--- config.mk ---
export PLATFORM = sky130hd
export DESIGN_NAME = boot68k_bridge
export DESIGN_NICKNAME = d
export VERILOG_FILES = /design/src/rtl/boot68k_bridge_pkg.sv /design/src/rtl/sync2.sv /design/src/rtl/boot68k_bridge.sv
export SDC_FILE = /design/constraint.sdc
export NUM_CORES = 1
export LEC_CHECK = 0
export CORE_MARGIN = 2
export CORE_UTILIZATION = 47
export CTS_CLUSTER_DIAMETER = 200
export DETAILED_ROUTE_END_ITERATION = 10
export GPL_TIMING_DRIVEN = 1
export HOLD_SLACK_MARGIN = 0.08
export PLACE_DENSITY = 0.82
export SYNTH_ARGS = -nofsm -noshare
export SYNTH_HDL_FRONTEND = slang
export SYNTH_SLANG_ARGS = --single-unit
--- constraint.sdc ---
create_clock -name clk -period 4.45 [get_ports clk]
set_input_delay 0.445 -clock clk [delete_from_list [all_inputs] [get_ports clk]]
set_output_delay 0.445 -clock clk [all_outputs]
set_load 0.02 [all_outputs]
--- src/rtl/boot68k_bridge_pkg.sv ---
// Shared Neo Geo constants for the 68k boot-ROM bridge: FSM encodings, the
// default boot window base address and a counter-width helper.
package boot68k_bridge_pkg;

   typedef enum logic [2:0] {
      ST_IDLE = 3'd0,
      ST_REQ  = 3'd1,
      ST_WAIT = 3'd2,
      ST_ACK  = 3'd3,
      ST_HOLD = 3'd4
   } bridge_state_e;

   localparam logic [23:0] NG_BOOT_BASE = 24'hC00000;

   // Bits needed to hold a count up to and including limit.
   function automatic int cnt_width(input int limit);
      return (limit < 2) ? 1 : $clog2(limit + 1);
   endfunction

endpackage

--- src/rtl/sync2.sv ---
// Two-flop synchronizer for one asynchronous 68k bus signal; both flops reset
// to RESET_VAL so a strobe reads as inactive straight out of reset.
module sync2 #(
   parameter logic RESET_VAL = 1'b1
) (
   input  logic clk,
   input  logic rst_n,
   input  logic d,
   output logic q
);

   logic meta_q, meta_d;
   logic sync_q, sync_d;

   always_comb begin
      meta_d = d;
      sync_d = meta_q;
   end

   always_ff @(posedge clk or negedge rst_n) begin
      if (!rst_n) begin
         meta_q <= RESET_VAL;
         sync_q <= RESET_VAL;
      end else begin
         meta_q <= meta_d;
         sync_q <= sync_d;
      end
   end

   assign q = sync_q;

endmodule

--- src/rtl/boot68k_bridge.sv ---
// Bridges 68k bus reads in the boot window to a synchronous boot ROM; writes
// to the window are acknowledged and dropped, misses are left to other decoders.
module boot68k_bridge
   import boot68k_bridge_pkg::*;
#(
   parameter logic [23:0] BASE_ADDR = NG_BOOT_BASE,
   parameter int          ADDR_BITS = 10,
   parameter int          TIMEOUT   = 255
) (
   input  logic        clk,
   input  logic        rst_n,
   input  logic        m68k_as_n,
   input  logic        m68k_uds_n,
   input  logic        m68k_lds_n,
   input  logic        m68k_rw,
   input  logic [22:0] m68k_addr,
   output logic [15:0] m68k_dout,
   output logic        m68k_doe,
   output logic        m68k_dtack_n,
   output logic        m68k_berr_n,
   output logic        wr_ignored,
   output logic        bootreq,
   output logic [15:0] bootaddr,
   input  logic        bootack,
   input  logic [15:0] bootdata
);

   localparam int               CNT_W    = cnt_width(TIMEOUT);
   localparam logic [CNT_W-1:0] CNT_LAST = CNT_W'(TIMEOUT - 1);

   logic as_s, uds_s, lds_s, rw_s;

   sync2 #(.RESET_VAL(1'b1)) u_sync_as  (.clk(clk), .rst_n(rst_n), .d(m68k_as_n),  .q(as_s));
   sync2 #(.RESET_VAL(1'b1)) u_sync_uds (.clk(clk), .rst_n(rst_n), .d(m68k_uds_n), .q(uds_s));
   sync2 #(.RESET_VAL(1'b1)) u_sync_lds (.clk(clk), .rst_n(rst_n), .d(m68k_lds_n), .q(lds_s));
   sync2 #(.RESET_VAL(1'b1)) u_sync_rw  (.clk(clk), .rst_n(rst_n), .d(m68k_rw),    .q(rw_s));

   bridge_state_e    state_q, state_d;
   logic             as_prev_q, as_prev_d;
   logic             abort_q, abort_d;
   logic [CNT_W-1:0] cnt_q, cnt_d;
   logic             bootreq_q, bootreq_d;
   logic [15:0]      bootaddr_q, bootaddr_d;
   logic [15:0]      dout_q, dout_d;
   logic             doe_q, doe_d;
   logic             dtack_n_q, dtack_n_d;
   logic             berr_n_q, berr_n_d;
   logic             wr_ignored_q, wr_ignored_d;

   logic as_fall, hit, start_rd, start_wr, aborted, timed_out;

   // The raw address is only trusted once the synced strobe says it is stable.
   always_comb begin
      as_fall   = as_prev_q & ~as_s;
      hit       = ~as_s & (~uds_s | ~lds_s) &
                  (m68k_addr[22:ADDR_BITS] == BASE_ADDR[23:ADDR_BITS+1]);
      start_rd  = as_fall & hit & rw_s;
      start_wr  = as_fall & hit & ~rw_s;
      aborted   = abort_q | as_s;
      timed_out = (cnt_q == CNT_LAST);
   end

   always_ff @(posedge clk or negedge rst_n) begin
      if (!rst_n) begin
         state_q <= ST_IDLE;
      end else begin
         state_q <= state_d;
      end
   end

   always_comb begin
      state_d = state_q;
      case (state_q)
         ST_IDLE: begin
            if (start_rd)      state_d = ST_REQ;
            else if (start_wr) state_d = ST_ACK;
         end
         ST_REQ:  state_d = ST_WAIT;
         ST_WAIT: begin
            if (bootack || timed_out) state_d = aborted ? ST_IDLE : (bootack ? ST_ACK : ST_HOLD);
         end
         ST_ACK:  state_d = ST_HOLD;
         ST_HOLD: begin
            if (as_s) state_d = ST_IDLE;
         end
         default: state_d = ST_IDLE;
      endcase
   end

   // Bus outputs are registered on the edge that enters ACK/HOLD, so DTACK
   // lands two cycles after bootreq and stays put until HOLD sees AS high.
   always_comb begin
      as_prev_d    = as_s;
      abort_d      = abort_q;
      cnt_d        = '0;
      bootreq_d    = 1'b0;
      wr_ignored_d = 1'b0;
      bootaddr_d   = bootaddr_q;
      dout_d       = dout_q;
      doe_d        = doe_q;
      dtack_n_d    = dtack_n_q;
      berr_n_d     = berr_n_q;
      case (state_q)
         ST_IDLE: begin
            abort_d = 1'b0;
            if (start_rd) begin
               bootreq_d  = 1'b1;
               bootaddr_d = 16'(m68k_addr[ADDR_BITS-1:0]);
            end else if (start_wr) begin
               wr_ignored_d = 1'b1;
               dtack_n_d    = 1'b0;
               doe_d        = 1'b0;
            end
         end
         ST_REQ: begin
            cnt_d   = cnt_q + 1'b1;
            abort_d = aborted;
         end
         ST_WAIT: begin
            cnt_d   = cnt_q + 1'b1;
            abort_d = aborted;
            if (bootack) begin
               if (!aborted) begin
                  dout_d    = bootdata;
                  doe_d     = 1'b1;
                  dtack_n_d = 1'b0;
               end
            end else if (timed_out && !aborted) begin
               berr_n_d = 1'b0;
            end
         end
         ST_HOLD: begin
            if (as_s) begin
               dtack_n_d = 1'b1;
               doe_d     = 1'b0;
               berr_n_d  = 1'b1;
            end
         end
         default: ;
      endcase
   end

   always_ff @(posedge clk or negedge rst_n) begin
      if (!rst_n) begin
         as_prev_q    <= 1'b1;
         abort_q      <= 1'b0;
         cnt_q        <= '0;
         bootreq_q    <= 1'b0;
         wr_ignored_q <= 1'b0;
         bootaddr_q   <= '0;
         dout_q       <= '0;
         doe_q        <= 1'b0;
         dtack_n_q    <= 1'b1;
         berr_n_q     <= 1'b1;
      end else begin
         as_prev_q    <= as_prev_d;
         abort_q      <= abort_d;
         cnt_q        <= cnt_d;
         bootreq_q    <= bootreq_d;
         wr_ignored_q <= wr_ignored_d;
         bootaddr_q   <= bootaddr_d;
         dout_q       <= dout_d;
         doe_q        <= doe_d;
         dtack_n_q    <= dtack_n_d;
         berr_n_q     <= berr_n_d;
      end
   end

   assign bootreq      = bootreq_q;
   assign bootaddr     = bootaddr_q;
   assign m68k_dout    = dout_q;
   assign m68k_doe     = doe_q;
   assign m68k_dtack_n = dtack_n_q;
   assign m68k_berr_n  = berr_n_q;
   assign wr_ignored   = wr_ignored_q;

endmodule
==> impl_metrics.tcl <==
set metrics [dict create \
    yosys_most_used_dff "sky130_fd_sc_hd__dfrtp_1" \
    crit_chain "clkdlybuf4s50_1, nor3b_1, nand4_2, mux2_2" \
    place.port_buffers 76 \
    wire_per_inst_um 13.6 \
    drt_iter0_markers 73 \
    cell_at_the_root_of_the_clock_tree "sky130_fd_sc_hd__clkbuf_8" \
    slowest_delay_ns 0.56 \
    max-vdd-ir-drop_uv 226 \
    timing.critical_path.max_delay_family "simple AND/OR/NAND/NOR gates" \
    reg2reg_slack_ns 2.50 \
    layout.cell_area.non_filler_sq_um 3040 \
    initial_utilization 0.497 \
    critical_path_arrival_ns 2.33 \
    quantity_of_hold_fixing_buffers_added_after_cts 0 \
    crit_path_top_delay_cell "sky130_fd_sc_hd__clkdlybuf4s50_1" \
    remaining_drc_errors 0 \
    synth-warning-count 0 \
    htree_levels 2 \
    horizontal_die_dimension_um 72.3 \
    min-delay-path-class "in -> async" \
    syn_to_final_growth_pct 38.7 \
    number_of_antenna_violations_at_the_first_check_in_global_routing 0 \
    routabilityCongestion 0.829 \
    clock_period_minus_worst_slack_ns 2.15 \
    hold_violations 0 \
    synthDistinctLibCells 42 \
    wirelength_um 4030 \
    synthDominantAreaCellType "sky130_fd_sc_hd__dfrtp_1" \
    cts_made_buffers 5 \
    post-dp-hpwl_um 3020 \
    setup_tns_ns 0 \
    io-pin-count 83 \
    number_of_max_capacitance_violations_reported 0 \
    crit-reg2reg-launch "as_prev_q" \
    antennaDiodeCount 0 \
    critical_path.endpoint_type "flip-flop" \
    fp.coreArea_sq_um 4410 \
    seq_area_frac_synth 0.599 \
    vias_per_cell 5.02 \
    crit_type "in -> reg" \
    placedInstanceArea_sq_um 2960 \
    cts_setup_buffers 0 \
    first_global_vias 1531 \
    worstMarginPinSlew_ns 0.626 \
    final_cycle_share 0.482 \
    design.final.nets 292 \
    report.final.setup_viol 0 \
    totalPowerFinal_mw 0.824 \
    drive_gt1_frac 0.220 \
    count_of_antenna_violating_nets_left_after_detailed_routing 0 \
    clock_latency_ns 0.30 \
    cts_resized 0 \
    clkSlewWorstSetupHoldPaths_ns 0.08 \
    route.vias.total 1491 \
    crit-reg2reg-capture "bootaddr[3]" \
    synth.ff_latch_count 52 \
    rr_worst_depth 4 \
    synth_enable_flop_cells 0 \
    max_transition_margin 0.583 \
    grt_first_pass_wirelength_um 6940 \
    top_cells_by_area_in_the_synthesized_netlist "sky130_fd_sc_hd__dfrtp_1, sky130_fd_sc_hd__mux2_2, sky130_fd_sc_hd__dfstp_2, sky130_fd_sc_hd__nor2_1, sky130_fd_sc_hd__buf_4" \
    worst_setup_path_start_kind "input port" \
    async_reset_ff_frac 1.00 \
    count_of_buffer_and_inverter_cells_on_the_critical_path 1 \
    worst-path-max-fanout 18 \
    gate_count_after_technology_mapping 165 \
    grt_start_max_net_pins 53 \
    grt_remaining_overflow 0 \
    fin_skew_ns 0.00793 \
    max-clock-path-buffers 2 \
    clock_sinks 52 \
    drt_first_pass_iters 4 \
    mappedNetlistArea_sq_um 2190 \
    synth_top_area_share 0.468 \
    fillCellCount 321 \
    rows 24 \
    maxClockFrequency_mhz 466 \
    design.die.area_sq_um 5230 \
    rsz0062_at_grt "false" \
    syn_area_per_cell_sq_um 13.3 \
    p_leak_nw 1.35 \
    timing.critical_path.required_ns 4.63 \
    maxSlewViolCount 0 \
    cts_tree "yes" \
    globalRouteTotalUtil 0.171 \
    result_of_the_run "completed" \
    cellPowerDensity_nw_per_um2 271 \
    die_height_um 72.3 \
]
==> area by class of cell <==
cell class / count / area [sq um] / area share
Clock buffer: 7 / 76.3 / 0.0251
Clock inverter: 1 / 5.00 / 0.00164
Inverter: 4 / 15.0 / 0.00493
Multi-Input combinational cell: 104 / 805 / 0.264
Sequential cell: 52 / 1320 / 0.432
Tap cell: 52 / 65.1 / 0.0214
Timing Repair Buffer: 77 / 763 / 0.251
==> power by group <==
group / switching [mW] / internal [mW] / total (mW)
Combinational: 0.0322 / 0.0472 / 0.0794
Clock: 0.142 / 0.111 / 0.252
Sequential: 0.00642 / 0.486 / 0.493
==> sequential cells by signal, indices dropped and copies added, names as in the netlist, 3 cells and up <==
signal / count
bootaddr: 10
cnt_q: 8
state_q: 3
m68k_dout: 16
==> metrics by stage <==
step	utilization	hold slack, ns	instances	setup slack (ns)
after floorplan	-	0.149	170	2.65
after CTS	0.690	0.263	297	2.29
final	0.690	0.246	297	2.30
after global placement	0.671	0.346	289	2.03
after detailed placement	0.671	0.347	289	1.97
after global routing	0.690	0.302	297	2.16
==> layer usage <==
metal  GRT usage  wire length, um  up-vias
met5           0                0        -
met4      0.0503               40        0
met3      0.0639              313        7
met2       0.274             1950       56
met1       0.217             1730      702
li1            -                -      726
==> worst max-delay path by stage <==
stage | start | endpoint | slack [ns] | cells after the start
after floorplan | m68k_addr[17] | bootaddr[0] | 2.65 | 4
after detailed placement | bootack | m68k_dout[10] | 1.97 | 4
final | bootack | m68k_dout[10] | 2.30 | 4
after global routing | bootack | m68k_dout[12] | 2.16 | 4
after global placement | bootack | m68k_dout[0] | 2.03 | 4
after CTS | bootack | m68k_dout[10] | 2.29 | 4
==> cells in the final DEF, fill, tap and decap left out, drive strengths merged, types with 2 or more instances in the layout <==
cell and count:
nor2 16, xor2 5, nor4b 2, inv 4, nor4 3, buf 2, dfrtp 41, nor3 3
nand3 3, clkbuf 7, nand2b 2, o21ai 3, dfstp 11, and3 2, nand2 8, ha 2
clkdlybuf4s50 75, conb 6, nand4 5, mux2 26, a21oi 3
==> kinds of logic (layout without fill, tap and decap cells) <==
kind of cell / after synthesis / count (layout) / share of synthesized area
multiplexers: 26 / 26 / 0.133
flip-flops: 52 / 52 / 0.599
AO/OA/AOI/OAI: 15 / 15 / 0.0542
XOR/XNOR: 6 / 6 / 0.0239
buffers and inverters: 14 / 89 / 0.0428
AND/OR/NAND/NOR: 49 / 49 / 0.133
other: 1 / 6 / 0.00171
adder cells (fa/ha/maj): 2 / 2 / 0.0114
==> cell usage after synthesis, types with 2 or more instances <==
cell type,n
sky130_fd_sc_hd__dfrtp_1,41
sky130_fd_sc_hd__mux2_2,26
sky130_fd_sc_hd__nor2_1,16
sky130_fd_sc_hd__dfstp_2,11
sky130_fd_sc_hd__buf_4,7
sky130_fd_sc_hd__nand2_1,6
sky130_fd_sc_hd__xor2_1,5
sky130_fd_sc_hd__inv_1,4
sky130_fd_sc_hd__nand4_1,4
sky130_fd_sc_hd__a21oi_1,3
sky130_fd_sc_hd__nand3_1,3
sky130_fd_sc_hd__o21ai_0,3
sky130_fd_sc_hd__buf_6,2
sky130_fd_sc_hd__ha_1,2
sky130_fd_sc_hd__nand2_2,2
sky130_fd_sc_hd__nand2b_1,2
sky130_fd_sc_hd__nor4_1,2
sky130_fd_sc_hd__nor4b_1,2
Power figures use the tool's default switching activity.
